<file path="src/rtl/vend_pkg.sv">
// Shared coin/state encodings for the vending sequencer.
// Coin values are expressed in Rs5 credit units.
package vend_pkg;

  typedef enum logic [1:0] {
    NONE = 2'b00,
    C5   = 2'b01,
    C10  = 2'b10,
    BAD  = 2'b11
  } coin_t;

  typedef enum logic [1:0] {
    IDLE   = 2'b00,
    VEND   = 2'b01,
    PAYOUT = 2'b10
  } vend_state_t;

  localparam int COIN_VAL_C5  = 1;
  localparam int COIN_VAL_C10 = 2;

endpackage

</file>
<file path="src/rtl/vend_change_payout.sv">
// Change payout loop: offers Rs10 coins while >=2 units remain, then Rs5; one coin per ack.
// Offer registered the cycle after load; change/change_valid held until change_ack.
module vend_change_payout
  import vend_pkg::*;
#(
  parameter int CRED_W = 5
) (
  input  logic              clk,
  input  logic              reset_n,
  input  logic              load,
  input  logic [CRED_W-1:0] load_cred,
  output logic              change_valid,
  output logic [1:0]        change,
  input  logic              change_ack,
  output logic [CRED_W-1:0] paid,
  output logic              done
);

  logic [CRED_W-1:0] rem;
  logic [CRED_W-1:0] nxt_rem;
  logic              took;

  function automatic coin_t pick(input logic [CRED_W-1:0] amt);
    return (amt >= CRED_W'(COIN_VAL_C10)) ? C10 : C5;
  endfunction

  assign took    = change_valid && change_ack;
  assign paid    = !took ? '0 :
                   (change == C10) ? CRED_W'(COIN_VAL_C10) : CRED_W'(COIN_VAL_C5);
  assign nxt_rem = rem - paid;
  // done flags the final ack so the owner can leave PAYOUT on the same edge
  assign done    = took && (nxt_rem == '0);

  always_ff @(posedge clk or negedge reset_n) begin
    if (!reset_n) begin
      rem          <= '0;
      change_valid <= 1'b0;
      change       <= NONE;
    end else if (load) begin
      rem          <= load_cred;
      change_valid <= (load_cred != '0);
      change       <= (load_cred == '0) ? NONE : pick(load_cred);
    end else if (took) begin
      rem <= nxt_rem;
      if (nxt_rem == '0) begin
        change_valid <= 1'b0;
        change       <= NONE;
      end else begin
        change <= pick(nxt_rem);
      end
    end
  end

endmodule

</file>
<file path="src/rtl/vend_controller.sv">
// Vending sequencer: coin credit, slot price/stock arbitration, motor then change handshakes.
// motor_req one cycle after accepted selection; optional refund input under COIN_RETURN_EN.
module vend_controller
  import vend_pkg::*;
#(
  parameter int NUM_PROD = 4,
  parameter int CRED_W   = 5,
  parameter int STOCK_W  = 4,
  parameter int MAX_CRED = 10,
  localparam int IDX_W   = (NUM_PROD > 1) ? $clog2(NUM_PROD) : 1
) (
  input  logic                clk,
  input  logic                reset_n,
  input  logic [1:0]          coin,
  output logic                coin_reject,
  input  logic                sel_valid,
  input  logic [IDX_W-1:0]    sel_idx,
  output logic                sel_ready,
  output logic                sel_deny,
`ifdef COIN_RETURN_EN
  input  logic                cancel,
`endif
  output logic                motor_req,
  output logic [IDX_W-1:0]    motor_idx,
  input  logic                motor_ack,
  output logic                change_valid,
  output logic [1:0]          change,
  input  logic                change_ack,
  input  logic                cfg_we,
  input  logic [IDX_W-1:0]    cfg_idx,
  input  logic [CRED_W-1:0]   cfg_price,
  input  logic [STOCK_W-1:0]  cfg_stock,
  output logic [CRED_W-1:0]   credit,
  output logic [NUM_PROD-1:0] sold_out,
  output logic                busy
);

  vend_state_t        state;
  logic [CRED_W-1:0]  price [NUM_PROD];
  logic [STOCK_W-1:0] stock [NUM_PROD];

  logic               cancel_req;
  logic               in_idle;
  logic [CRED_W-1:0]  sel_price;
  logic [STOCK_W-1:0] sel_stock;
  logic               cfg_hit;
  logic               sel_ok;
  logic               sel_bad;
  logic               refund_go;
  logic [CRED_W:0]    coin_add;
  logic [CRED_W:0]    coin_sum;
  logic               coin_ok;
  logic               coin_bad;
  logic               pay_load;
  logic [CRED_W-1:0]  paid;
  logic               pay_done;

`ifdef COIN_RETURN_EN
  assign cancel_req = cancel;
`else
  assign cancel_req = 1'b0;
`endif

  assign in_idle   = (state == IDLE);
  assign sel_ready = in_idle;
  assign busy      = !in_idle;

  assign sel_price = price[sel_idx];
  assign sel_stock = stock[sel_idx];
  // a same-cycle config write to the selected slot takes precedence over the sale
  assign cfg_hit   = cfg_we && (cfg_idx == sel_idx);
  assign sel_ok    = in_idle && sel_valid && (sel_price != '0) && (sel_stock != '0) &&
                     (credit >= sel_price) && !cfg_hit;
  assign sel_bad   = in_idle && sel_valid && !sel_ok;
  assign refund_go = in_idle && cancel_req && !sel_ok && (credit != '0);

  always_comb begin
    coin_add = '0;
    case (coin)
      C5:      coin_add = (CRED_W+1)'(COIN_VAL_C5);
      C10:     coin_add = (CRED_W+1)'(COIN_VAL_C10);
      default: coin_add = '0;
    endcase
  end

  assign coin_sum = {1'b0, credit} + coin_add;
  assign coin_ok  = in_idle && ((coin == C5) || (coin == C10)) &&
                    (coin_sum <= (CRED_W+1)'(MAX_CRED)) && !sel_ok && !refund_go;
  assign coin_bad = (coin != NONE) && !coin_ok;

  assign pay_load = refund_go || ((state == VEND) && motor_ack && (credit != '0));

  always_comb begin
    sold_out = '0;
    for (int i = 0; i < NUM_PROD; i++) sold_out[i] = (stock[i] == '0);
  end

  vend_change_payout #(.CRED_W(CRED_W)) u_payout (
    .clk          (clk),
    .reset_n      (reset_n),
    .load         (pay_load),
    .load_cred    (credit),
    .change_valid (change_valid),
    .change       (change),
    .change_ack   (change_ack),
    .paid         (paid),
    .done         (pay_done)
  );

  always_ff @(posedge clk or negedge reset_n) begin
    if (!reset_n) begin
      state       <= IDLE;
      credit      <= '0;
      coin_reject <= 1'b0;
      sel_deny    <= 1'b0;
      motor_req   <= 1'b0;
      motor_idx   <= '0;
      for (int i = 0; i < NUM_PROD; i++) begin
        price[i] <= '0;
        stock[i] <= '0;
      end
    end else begin
      coin_reject <= coin_bad;
      sel_deny    <= sel_bad;
      case (state)
        IDLE: begin
          if (cfg_we) begin
            price[cfg_idx] <= cfg_price;
            stock[cfg_idx] <= cfg_stock;
          end
          if (sel_ok) begin
            credit         <= credit - sel_price;
            stock[sel_idx] <= sel_stock - STOCK_W'(1);
            motor_req      <= 1'b1;
            motor_idx      <= sel_idx;
            state          <= VEND;
          end else if (refund_go) begin
            state <= PAYOUT;
          end else if (coin_ok) begin
            credit <= coin_sum[CRED_W-1:0];
          end
        end
        VEND: begin
          if (motor_ack) begin
            motor_req <= 1'b0;
            state     <= (credit != '0) ? PAYOUT : IDLE;
          end
        end
        PAYOUT: begin
          credit <= credit - paid;
          if (pay_done) state <= IDLE;
        end
        default: state <= IDLE;
      endcase
    end
  end

endmodule

</file>
<file path="config.mk">
export PLATFORM = sky130hd
export DESIGN_NAME = vend_controller
export DESIGN_NICKNAME = d
export VERILOG_FILES = /design/src/rtl/vend_pkg.sv /design/src/rtl/vend_change_payout.sv /design/src/rtl/vend_controller.sv
export SDC_FILE = /design/constraint.sdc
export NUM_CORES = 1
export LEC_CHECK = 0
export BUFFER_PORTS_ARGS = -buffer_cell sky130_fd_sc_hd__buf_2
export CELL_PAD_IN_SITES_DETAIL_PLACEMENT = 1
export CELL_PAD_IN_SITES_GLOBAL_PLACEMENT = 1
export CORE_UTILIZATION = 49
export CTS_CLUSTER_DIAMETER = 30
export CTS_CLUSTER_SIZE = 10
export DETAILED_ROUTE_END_ITERATION = 10
export GPL_TIMING_DRIVEN = 0
export HOLD_SLACK_MARGIN = 0.02
export PLACE_DENSITY = 0.9
export SLEW_MARGIN = 15
export SYNTH_ARGS = -nofsm -noshare
export SYNTH_HDL_FRONTEND = slang
export SYNTH_SLANG_ARGS = --single-unit
</file>
<file path="constraint.sdc">
create_clock -name clk -period 5.3 [get_ports clk]
set_input_delay 0.53 -clock clk [delete_from_list [all_inputs] [get_ports clk]]
set_output_delay 0.53 -clock clk [all_outputs]
set_load 0.01 [all_outputs]
</file>
==> results of run 1 <==
[area by class of cell]
type                       count  area, µm²  area share
multi-input combinational    250       1990       0.498
sequential                    56       1400       0.351
timing repair buffer          37        188      0.0471
tap                           96        120      0.0301
inverter                      31        116      0.0292
buffer                        15       81.3      0.0204
clock buffer                   5       68.8      0.0173
clock inverter                 3       25.0     0.00627
[flip-flops by register name (all words and copies together), names as in the netlist]
signal                 flops
price                     20
stock                     16
credit                     5
u_payout.rem               5
motor_idx                  2
state                      2
u_payout.change            2
coin_reject                1
motor_req                  1
sel_deny                   1
u_payout.change_valid      1
[through the flow]
step	instances	total power [mW]	instance area, µm²	hold slack [ns]
detailed placement	485	2.10	3890	0.459
floorplan	352	1.68	3590	0.234
finish	493	2.36	3990	0.242
global placement	485	1.99	3890	0.455
global route	493	2.54	3990	0.297
CTS	493	2.36	3990	0.281
[worst max-delay path by stage]
stage,from,to,slack [ns]
after floorplan,sel_idx[0],stock[4]$_DFFE_PN0P_,2.41
after global placement,sel_idx[0],stock[4]$_DFFE_PN0P_,1.99
after detailed placement,sel_idx[0],stock[0]$_DFFE_PN0P_,1.97
after CTS,sel_idx[0],stock[4]$_DFFE_PN0P_,2.25
after global routing,sel_idx[0],stock[4]$_DFFE_PN0P_,2.04
final,sel_idx[0],stock[12]$_DFFE_PN0P_,2.18
[Yosys cell counts (3+ instances only)]
library cell / instances
dfrtp_1: 56
nand2_1: 30
inv_1: 26
mux2_2: 22
nor2_1: 21
o21ai_0: 19
a21oi_1: 16
ha_1: 15
a222oi_1: 11
clkbuf_1: 10
o211ai_1: 9
mux4_2: 8
nor3_1: 8
xnor2_1: 8
nand3_1: 7
and3_1: 5
inv_2: 5
nor2b_1: 5
or3_1: 5
a211oi_1: 4
and2_1: 4
fa_1: 4
mux2i_1: 4
nor4_1: 4
or4_1: 4
xor2_1: 4
a21o_1: 3
buf_6: 3
[worst reg2reg max path: cells and delay by family, from the launching register on]
family          cells  cell delay (ns)
compound gates      4             0.98
simple gates        2             0.69
mux                 1             0.53
flops               1             0.42
fa+ha+maj           1             0.14
buf+inv             1             0.09
[kinds of logic after synthesis]
| kind of cell | count (synthesis) |
|---|---|
| adder cells (fa/ha/maj) | 19 |
| XOR/XNOR | 12 |
| AND/OR/NAND/NOR | 107 |
| flip-flops | 56 |
| multiplexers | 34 |
| AO/OA/AOI/OAI | 78 |
| buffers and inverters | 46 |
[layer usage]
layer	GRT usage	vias up
met2	0.480	100
met4	0.0954	0
li1	-	1365
met3	0.0386	22
met5	0	-
met1	0.391	1576
[power groups by stage]
stage / Combinational [mW] / Clock [mW] / Sequential, mW
final: 1.30 / 0.253 / 0.814
after global routing: 1.42 / 0.276 / 0.842
after CTS: 1.29 / 0.260 / 0.810
after detailed placement: 1.28 / 0 / 0.820
after global placement: 1.19 / 0 / 0.797
after floorplan: 0.909 / 0 / 0.776
==> metrics.md, run 1 <==
| Metric | Value |
|---|---|
| Yosys reg bits | `56` |
| Min-Delay Path Class | `in -> async` |
| Pre-antenna DRT Iters | `5` |
| Core Area | `6940 µm²` |
| Total Wirelength | `10100 µm` |
| Vias in the first global route | `3273` |
| Met3 wire len | `425 µm` |
| Worst reg2reg setup slack | `2.30 ns` |
| Setup Skew | `0.00674 ns` |
| PwrDens | `592 nW/µm²` |
| Power share of the clock group | `0.107` |
| Synth Area in Simple Gates | `0.157` |
| Remaining DRCs | `0` |
| # fillers | `787` |
| CTS tree | `done` |
| Clk buf depth | `2` |
| Post-synth top area share | `0.391` |
| Max-cap violations | `0` |
| Leakage | `1.78 nW` |
| Post-synth top flop | `dfrtp_1` |
| Slowest stage delay, CP | `0.55 ns` |
| Synth Instances | `352` |
| Clk_lat worst skew | `0.32 ns` |
| Combinational share of power | `0.548` |
| Fraction of layout cells with a size suffix above 1 | `0.239` |
| CP bufs+invs | `2` |
| Final design utilization | `0.574` |
| RSZ-0062 raised after global routing | `false` |
| Min Tclk post-route | `3.12 ns` |
| CP delay by family, top | `compound AO/OA/AOI/OAI gates` |
| # IOs | `40` |
| Ant diodes | `0` |
| Final period utilization | `0.589` |
| Proportion of synthesized area in mux cells | `0.130` |
| Inserted Clock Buffers | `5` |
| Area delta synth->final | `11.2%` |
| Detailed Place HPWL | `7540 µm` |
| Outcome | `complete, no violations` |
| Worst path required time | `5.46 ns` |
| Post-CTS Setup Inserts | `0` |
| Critical path's most frequent cell | `buf_6` |
| Initial antenna violation count | `0` |
| Final setup TNS | `0 ns` |
| Syn Nets | `392` |
| Mean Syn Cell Area | `10.2 µm²` |
| Metal-1 WL | `4480 µm` |
| Clk sinks | `56` |
| Post-synth ARST share | `1.00` |
| Maximum net fanout on the critical path | `10` |
| Fin. Hold Viols | `0` |
| Detailed Route Iter0 Violations | `284` |
| Pin count of the biggest net entering global routing | `57` |
| Worst Slack Setup Final | `2.18 ns` |
| Sequential area share after synthesis | `0.391` |
| Final setup vio count | `0` |
| Top Metal Used | `met4` |
| Internal Power | `1.28 mW` |
| Die area | `7670 µm²` |
| Max Freq | `321 MHz` |
| Yosys cell types | `55` |
| Starting Density | `0.517` |
| Hold_buf cts | `0` |
| H-tree levels | `2` |
| FF-to-FF Start | `price[1]$_DFFE_PN0P_` |
| Port Buffers | `37` |
| Critical Path Stages | `10` |
| Routed vias/inst | `6.21` |
| Grt ovf | `0` |
| Post-CTS sizing | `0` |
| DP Worst Slack | `1.97 ns` |
| GRT Resource Usage Total | `0.288` |
| Setup crit start kind | `input pin` |
| Gpl congestion | `0.872` |
| Number of flops mapped to enable cells by yosys | `0` |
| Compound-Gate Fraction of Synth Area | `0.163` |
| Die extent in x | `87.6 µm` |
| Commonest non-fill, non-tap cell in the layout | `dfrtp_1` |
| Post-Synth XOR/XNOR Area | `0.0293` |
| Max VDD drop | `0.000266 V` |
| Seq pwr share | `0.345` |
| Largest family of logic cells by synthesized area | `compound AO/OA/AOI/OAI gates` |
| Post-Synth Adder-Cell Area | `0.0746` |
| Worst Path Arrival | `3.28 ns` |
| Slew HR | `0.481` |
| Synth top area cells | `dfrtp_1 (39%), mux2_2 (6.9%), ha_1 (5.2%)` |
| Commonest cells after routing, fill and taps aside | `dfrtp_1 (56), buf_2 (38), nand2_1 (30)` |
| Net Sw Frac | `0.456` |
| Root Buffer | `clkbuf_8` |
| Post-synth top area cell | `dfrtp_1` |
| WL/cell | `20.5 µm` |
| Actual slew at the worst max-slew pin | `0.776 ns` |
| Crit-path cells | `buf_6 -> buf_6 -> mux4_2 -> ha_1 -> nor2b_1 -> o21a_1 -> o21ai_0 -> a211o_2 -> nor3_1 -> a222oi_1` |
| Clock transition at path regs | `0.11 ns` |
| Metal2 WL | `5020 µm` |
| CP Capture Type | `flip-flop` |
| Reg2Reg Depth | `9` |
| Final nets | `436` |
| Die H | `87.6 µm` |
| Reg-to-reg endpoint | `stock[12]$_DFFE_PN0P_` |
| Synthesized area | `3590 µm²` |
| Crit Path Category | `in -> reg` |
| Site row count | `30` |
| DR vias | `3063` |
| Crit-path slowest cell | `mux4_2` |
| Ys Warns | `0` |
| Switching power | `1.08 mW` |
| Pins Over Slew Limit | `0` |
| First-pass GRT wire length | `16700 µm` |
| Post-route ant nets | `0` |
Note: power is estimated with default switching activity, not from simulation.
==> run 2, diff against run 1 <==
--- a/config.mk
+++ b/config.mk
@@ -8,13 +8,13 @@
 export BUFFER_PORTS_ARGS = -buffer_cell sky130_fd_sc_hd__buf_2
 export CELL_PAD_IN_SITES_DETAIL_PLACEMENT = 1
 export CELL_PAD_IN_SITES_GLOBAL_PLACEMENT = 1
-export CORE_UTILIZATION = 49
+export CORE_UTILIZATION = 42
 export CTS_CLUSTER_DIAMETER = 30
 export CTS_CLUSTER_SIZE = 10
 export DETAILED_ROUTE_END_ITERATION = 10
 export GPL_TIMING_DRIVEN = 0
 export HOLD_SLACK_MARGIN = 0.02
-export PLACE_DENSITY = 0.9
+export PLACE_DENSITY = 0.83
 export SLEW_MARGIN = 15
 export SYNTH_ARGS = -nofsm -noshare
 export SYNTH_HDL_FRONTEND = slang
==> constraint.sdc (replaced) <==
create_clock -name clk -period 2.7 [get_ports clk]
set_input_delay 0.27 -clock clk [delete_from_list [all_inputs] [get_ports clk]]
set_output_delay 0.27 -clock clk [all_outputs]
set_load 0.01 [all_outputs]
==> run 2 against run 1 <==
Compared with the run above: the flow now finishes with violations (negative setup slack); cell count rose by 3.0%; sequential cell count unchanged; register-to-register slack worse by 2.3 ns; worst hold slack worse by 0.24 ns; power increased by 100%; clock skew up 0.0015 ns; final area grew 3.2%; sequential share of layout area down 1.1 points; worst setup slack lost 2.2 ns; critical path type is now reg -> reg; critical endpoint is now stock[4]$_DFFE_PN0P_; highest routed layer unchanged.
==> metrics.md, run 2 (synthesis gave the netlist of run 1 again) <==
| Metric | Value |
|---|---|
| RSZ-0062 raised after global routing | `true` |
| Setup crit start kind | `flip-flop` |
| Slowest stage delay, CP | `0.54 ns (about the same)` |
| Failing checks | `negative setup slack` |
| Placed Area | `3910 µm² (+0.29%)` |
| Worst Slack Setup Final | `-0.00153 ns (-2.18 ns)` |
| Slew HR | `0.505 (+0.0239)` |
| Final setup vio count | `1 (+1)` |
| PwrDens | `1160 nW/µm² (+96%)` |
| Seq pwr share | `0.333 (-0.012)` |
| Combinational share of power | `0.571 (+0.023)` |
| Total Wirelength | `10000 µm (-1.2%)` |
| Final Cell Area | `4120 µm² (+3.2%)` |
| Clk buf depth | `2 (unchanged)` |
| Routed vias/inst | `5.94 (-4.5%)` |
| Max Freq | `370 MHz` |
| Inserted Clock Buffers | `5 (unchanged)` |
| Gpl congestion | `0.870 (-0.23%)` |
| Outcome | `complete, but fails checks` |
| Pins Over Slew Limit | `0 (unchanged)` |
| Pin count of the biggest net entering global routing | `57 (unchanged)` |
| Min Tclk post-route | `2.70 ns` |
| Port Buffers | `37 (unchanged)` |
| Detailed Route Iter0 Violations | `160 (-44%)` |
| Placed Instances | `494 (+1.9%)` |
| Power share of the clock group | `0.096 (-0.011)` |
| Clock transition at path regs | `0.10 ns (about the same)` |
| Grt ovf | `0 (unchanged)` |
| Initial antenna violation count | `0 (unchanged)` |
| Post-route ant nets | `0 (unchanged)` |
| WL/cell | `19.7 µm (-4.1%)` |
| DP Worst Slack | `-0.515 ns (-2.48 ns)` |
| Switching power | `2.13 mW (+98%)` |
| Detailed Place HPWL | `7400 µm (-1.9%)` |
| Largest reg by FF count | `price` |
| Crit-path slowest cell | `mux4_2` |
| Max-cap violations | `0 (unchanged)` |
| Area delta synth->final | `14.7%` |
| Max VDD drop | `0.000400 V (+50%)` |
| Min-Delay Path Class | `in -> async` |
| Die extent in x | `94.4 µm (+7.8%)` |
| Leakage | `1.83 nW (+2.5%)` |
| CTS tree | `done` |
| Vias in the first global route | `3190 (-2.5%)` |
| First-pass GRT wire length | `16500 µm (-1.6%)` |
| Maximum net fanout on the critical path | `5 (-5)` |
| Pre-antenna DRT Iters | `4 (-1)` |
| Fraction of layout cells with a size suffix above 1 | `0.270 (+0.0312)` |
| Worst path required time | `2.90 ns (-2.56 ns)` |
| Fin cells | `508 (+3.0%)` |
| Worst Path Arrival | `2.90 ns (-0.38 ns)` |
| Commonest non-fill, non-tap cell in the layout | `dfrtp_1` |
| Internal Power | `2.66 mW (+110%)` |
| Ant diodes | `0 (unchanged)` |
| Starting Density | `0.434 (-0.0822)` |
| # fillers | `986 (+25%)` |
| Final setup TNS | `-0.00153 ns (-0.00153 ns)` |
| Final period utilization | `1.00` |
| Setup Skew | `0.00820 ns (+0.00147 ns)` |
| Largest regs | `price: 20 flops, stock: 16 flops` |
| H-tree levels | `2 (unchanged)` |
| Remaining DRCs | `0 (unchanged)` |
| Crit Path Category | `reg -> reg` |
| Die area | `8910 µm² (+16%)` |
| Die H | `94.4 µm (+7.8%)` |
| Clk_lat worst skew | `0.32 ns (about the same)` |
| Reg2Reg Depth | `8 (-1)` |
| Total power | `4.79 mW (+100%)` |
| Fin. Hold Viols | `0 (unchanged)` |
| Root Buffer | `clkbuf_8` |
| # IOs | `40 (unchanged)` |
| Actual slew at the worst max-slew pin | `0.743 ns (-0.0330 ns)` |
| Crit-path cells | `mux4_2 -> ha_4 -> and4_1 -> nor3_2 -> a211oi_4 -> buf_6 -> a31oi_4 -> a222oi_1` |
| Core Area | `8260 µm² (+19%)` |
| Final nets | `443 (+1.6%)` |
| Largest register FFs | `20 (unchanged)` |
| GRT Resource Usage Total | `0.244 (-0.0436)` |
| Commonest cells after routing, fill and taps aside | `dfrtp_1 (56), buf_2 (38), nand2_1 (29)` |
| DR vias | `3015 (-1.6%)` |
| Site row count | `33 (+10%)` |
| CP Capture Type | `flip-flop` |
| Net Sw Frac | `0.445 (-0.0113)` |
| Clk sinks | `56 (unchanged)` |
run 2: cell count changes in the layout (fill, tap and decap cells not counted), moves of 2 or more:
cell    before  now
nor3_2       1    3
inv_6        2    0
ha_1        15   13
buf_4        1    7
ha_4         0    2
nor3_1       8    6
run 2: stage by stage:
stage	hold slack, ns	util
after floorplan	-0.0256	-
after global placement	0.460	0.473
after detailed placement	0.383	0.473
after CTS	0.0396	0.490
after global routing	0.0506	0.498
final	0.00386	0.498
run 2: routing by layer:
layer	global-route usage	vias to the layer above	share of wire
met4	0.0833	0	0.014
met5	0	-	0
li1	-	1382	-
met2	0.412	76	0.50
met3	0.0354	12	0.031
met1	0.321	1545	0.45
run 2: final timing paths:
kind,start,end,slack [ns]
setup / recovery,price[0]$_DFFE_PN0P_,stock[4]$_DFFE_PN0P_,-0.002
hold / removal,reset_n,u_payout.change_valid$_DFFE_PN0P_,0.004
setup reg to reg,price[0]$_DFFE_PN0P_,stock[4]$_DFFE_PN0P_,-0.002
hold reg to reg,motor_req$_DFFE_PN0P_,motor_req$_DFFE_PN0P_,0.49
max in group asynchronous,reset_n,price[7]$_DFFE_PN0P_,2.20
min in group clk,motor_ack,state[0]$_DFFE_PN0P_,0.16
run 2: critical path, delay by kind of cell, from the launching register on:
kind,cells,cell delay (ns)
fa+ha+maj,1,0.30
mux,1,0.54
compound gates,3,0.87
simple gates,2,0.27
buf+inv,1,0.20
flops,1,0.39
run 2: final cells by class:
class,count,area (µm²),area share
Clock inverter,1,5.00,0.00122
Tap cell,105,131,0.0319
Clock buffer,6,72.6,0.0176
Multi-Input combinational cell,250,2050,0.499
Buffer,15,82.6,0.0201
Inverter,31,116,0.0283
Timing Repair Buffer,44,253,0.0614
Sequential cell,56,1400,0.341
run 2: repair_timing:
action                     in CTS  in global routing
setup buffers                   3                  4
setup endpoints to repair      24                 22
hold buffers                    0                  0
pin swaps                       3                  8
resized for setup               6                  8
run 2: power groups by stage:
stage	sequential, mW	clock [mW]	combinational [mW]
3_3_place_gp	1.56	0	2.36
2_1_floorplan	1.52	0	1.78
5_1_grt	1.65	0.496	3.02
6_report	1.60	0.458	2.74
3_5_place_dp	1.60	0	2.47
4_1_cts	1.59	0.465	2.61
==> run 3, diff against run 2 <==
--- a/config.mk
+++ b/config.mk
@@ -6,15 +6,13 @@
 export NUM_CORES = 1
 export LEC_CHECK = 0
 export BUFFER_PORTS_ARGS = -buffer_cell sky130_fd_sc_hd__buf_2
-export CELL_PAD_IN_SITES_DETAIL_PLACEMENT = 1
-export CELL_PAD_IN_SITES_GLOBAL_PLACEMENT = 1
-export CORE_UTILIZATION = 42
+export CORE_UTILIZATION = 49
 export CTS_CLUSTER_DIAMETER = 30
 export CTS_CLUSTER_SIZE = 10
 export DETAILED_ROUTE_END_ITERATION = 10
 export GPL_TIMING_DRIVEN = 0
 export HOLD_SLACK_MARGIN = 0.02
-export PLACE_DENSITY = 0.83
+export PLACE_DENSITY = 0.75
 export SLEW_MARGIN = 15
 export SYNTH_ARGS = -nofsm -noshare
 export SYNTH_HDL_FRONTEND = slang
==> run 3 against run 2 <==
Compared with the run above: the run still ends with negative setup slack left; critical endpoint is now stock[5]$_DFFE_PN0P_; register-to-register slack barely moved; worst hold slack improved by 0.15 ns; critical path type unchanged; final area fell by 0.88%; power fell by 1.9%; first-iteration DRC count rose by 130%; via count rose by 1.2%; count of clock-buffer cells in the layout fell by 1; sequential cell count did not move; sequential share of layout area rose by 0.30 points; clock skew rose by 0.014 ns; highest routed layer unchanged.
==> metrics.md, run 3 (synthesis gave the netlist of run 1 again) <==
| Metric | Value |
|---|---|
| Vias in the first global route | `2858 (-10%)` |
| Routed vias/inst | `6.13 (+3.3%)` |
| Fin cells | `498 (-2.0%)` |
| Root Buffer | `clkbuf_8` |
| # fillers | `610 (-38%)` |
| Area delta synth->final | `13.7%` |
| Die H | `87.6 µm (-7.3%)` |
| Commonest cells after routing, fill and taps aside | `dfrtp_1 (56), buf_2 (39), nand2_1 (30)` |
| Fraction of layout cells with a size suffix above 1 | `0.261 (-0.00928)` |
| Placed Instances | `485 (-1.8%)` |
| Initial antenna violation count | `0 (unchanged)` |
| Leakage | `1.83 nW (-0.16%)` |
| CTS tree | `done` |
| Largest register FFs | `20 (unchanged)` |
| Clock transition at path regs | `0.11 ns (about the same)` |
| CP Capture Type | `flip-flop` |
| Total Wirelength | `8920 µm (-11%)` |
| First-pass GRT wire length | `13900 µm (-16%)` |
| Clk buf depth | `2 (unchanged)` |
| H-tree levels | `2 (unchanged)` |
| Gpl congestion | `0.900 (+3.4%)` |
| CP bufs+invs | `2 (+1)` |
| Max Freq | `370 MHz (about the same)` |
| Crit Path Category | `reg -> reg` |
| RSZ-0062 raised after global routing | `true` |
| Worst Slack Setup Final | `-0.00152 ns (+0.00000866 ns)` |
| Pin count of the biggest net entering global routing | `57 (unchanged)` |
| Fin. Hold Viols | `0 (unchanged)` |
| Grt ovf | `0 (unchanged)` |
| Largest regs | `price: 20 flops, stock: 16 flops` |
| Max VDD drop | `0.000544 V (+36%)` |
| Min Tclk post-route | `2.70 ns (-0.00000866 ns)` |
| Ant diodes | `0 (unchanged)` |
| Worst path required time | `2.92 ns (+0.02 ns)` |
| WL/cell | `17.9 µm (-9.1%)` |
| CP delay by family, top | `compound AO/OA/AOI/OAI gates` |
| Busiest grt layer | `met2` |
| Met3 GRT Util | `0.0452 (+0.00981)` |
| Site row count | `30 (-9.1%)` |
| Placed Area | `3890 µm² (-0.29%)` |
| Maximum net fanout on the critical path | `6 (+1)` |
| Commonest non-fill, non-tap cell in the layout | `dfrtp_1` |
| Clk sinks | `56 (unchanged)` |
| Clk_lat worst skew | `0.33 ns (about the same)` |
| Met1 GRT Util | `0.334 (+0.0129)` |
| Pre-antenna DRT Iters | `7 (+3)` |
| Port Buffers | `37 (unchanged)` |
| Setup crit start kind | `flip-flop` |
| Worst Path Arrival | `2.92 ns (+0.02 ns)` |
| Max-cap violations | `0 (unchanged)` |
| Detailed Place HPWL | `6440 µm (-13%)` |
| Actual slew at the worst max-slew pin | `0.735 ns (-0.00758 ns)` |
| GRT Resource Usage Total | `0.238 (-0.00627)` |
| Inserted Clock Buffers | `5 (unchanged)` |
| Final setup TNS | `-0.00152 ns (+0.00000866 ns)` |
| DR vias | `3052 (+1.2%)` |
| Slew HR | `0.508 (+0.00324)` |
| PwrDens | `1150 nW/µm² (-1.0%)` |
| Pins Over Slew Limit | `0 (unchanged)` |
| Largest reg by FF count | `price` |
| Detailed Route Iter0 Violations | `372 (+130%)` |
| Final design utilization | `0.587 (+0.0891)` |
| Crit-path cells | `mux4_2 -> inv_2 -> ha_1 -> nor2b_1 -> o21a_1 -> o21ai_4 -> a211oi_4 -> buf_6 -> a31oi_4 -> a222oi_1` |
| Area occupied by multi-input gates | `2030 µm² (-0.98%)` |
| Final period utilization | `1.00 (about the same)` |
| Crit-path slowest cell | `mux4_2` |
| Outcome | `complete, but fails checks` |
| Starting Density | `0.517 (+0.0822)` |
| Die extent in x | `87.6 µm (-7.3%)` |
| Min-Delay Path Class | `in -> reg` |
| Slowest stage delay, CP | `0.49 ns (-0.05 ns)` |
| Final nets | `441 (-0.45%)` |
| Failing checks | `negative setup slack` |
| Die area | `7670 µm² (-14%)` |
| Remaining DRCs | `0 (unchanged)` |
| Core Area | `6940 µm² (-16%)` |
| Post-route ant nets | `0 (unchanged)` |
| Met2 Track Usage GR | `0.376 (-0.0367)` |
| Register area | `1400 µm² (unchanged)` |
| Final setup vio count | `1 (unchanged)` |
| Total power | `4.70 mW (-1.9%)` |
| Final Cell Area | `4080 µm² (-0.88%)` |
| # IOs | `40 (unchanged)` |
| Setup Skew | `0.0223 ns (+0.0141 ns)` |
## run 3: path summary, 6_finish.rpt
check                                                  to  depth (start not counted)  slack (ns)                  start
max in group asynchronous  u_payout.change[1]$_DFFE_PN0P_                          2        1.69                reset_n
setup reg to reg                     stock[5]$_DFFE_PN0P_                         10      -0.002  price[16]$_DFFE_PN0P_
min in group asynchronous            stock[8]$_DFFE_PN0P_                          2        0.54                reset_n
hold / removal                       state[0]$_DFFE_PN0P_                          2        0.16              motor_ack
hold reg to reg                     motor_req$_DFFE_PN0P_                          2        0.50  motor_req$_DFFE_PN0P_
setup / recovery                     stock[5]$_DFFE_PN0P_                         10      -0.002  price[16]$_DFFE_PN0P_
## run 3: report_power, final
| group | leakage, nW | internal (mW) | switching (mW) |
|---|---|---|---|
| clock | 0.0511 | 0.197 | 0.317 |
| combinational | 1.13 | 1.17 | 1.44 |
| sequential | 0.649 | 1.24 | 0.335 |
| total | 1.83 | 2.61 | 2.09 |
## run 3: stage by stage
step	setup slack, ns	hold slack (ns)
3_3_place_gp	-0.325	0.458
4_1_cts	0.0168	0.141
3_5_place_dp	-0.490	0.383
2_1_floorplan	0.0659	-0.0256
5_1_grt	-0.117	0.169
6_report	-0.00152	0.157
## run 3: what timing repair did
action / CTS / global route
endpoints found under the setup margin: 16 / 15
resized for setup: 4 / 6
setup buffers: 0 / 5
hold buffers: 1 / 0
hold endpoints to repair: 10 / 0
gates cloned: 0 / 0
pin swaps: 0 / 5
## run 3: routing by layer
metal | part of all wire | routed length, µm
met3 | 0.080 | 715
met1 | 0.43 | 3850
met5 | 0 | 0
met2 | 0.47 | 4240
met4 | 0.013 | 115
## run 3: worst reg2reg max path, stage by stage (launching register included)
cell      delay, ns
dfrtp_1        0.40
mux4_2         0.49
inv_2          0.09
ha_1           0.16
nor2b_1        0.17
o21a_1         0.18
o21ai_4        0.09
a211oi_4       0.38
buf_6          0.20
a31oi_4        0.10
a222oi_1       0.34
## run 3: layout make-up
class                   count  share of cell area
multi-input cells         250               0.498
repair buffers             43              0.0571
clock buffers               5              0.0169
clock inverters             3             0.00706
plain buffers              14              0.0190
flip-flops and latches     56               0.344
well taps                  96              0.0294
inverters                  31              0.0285
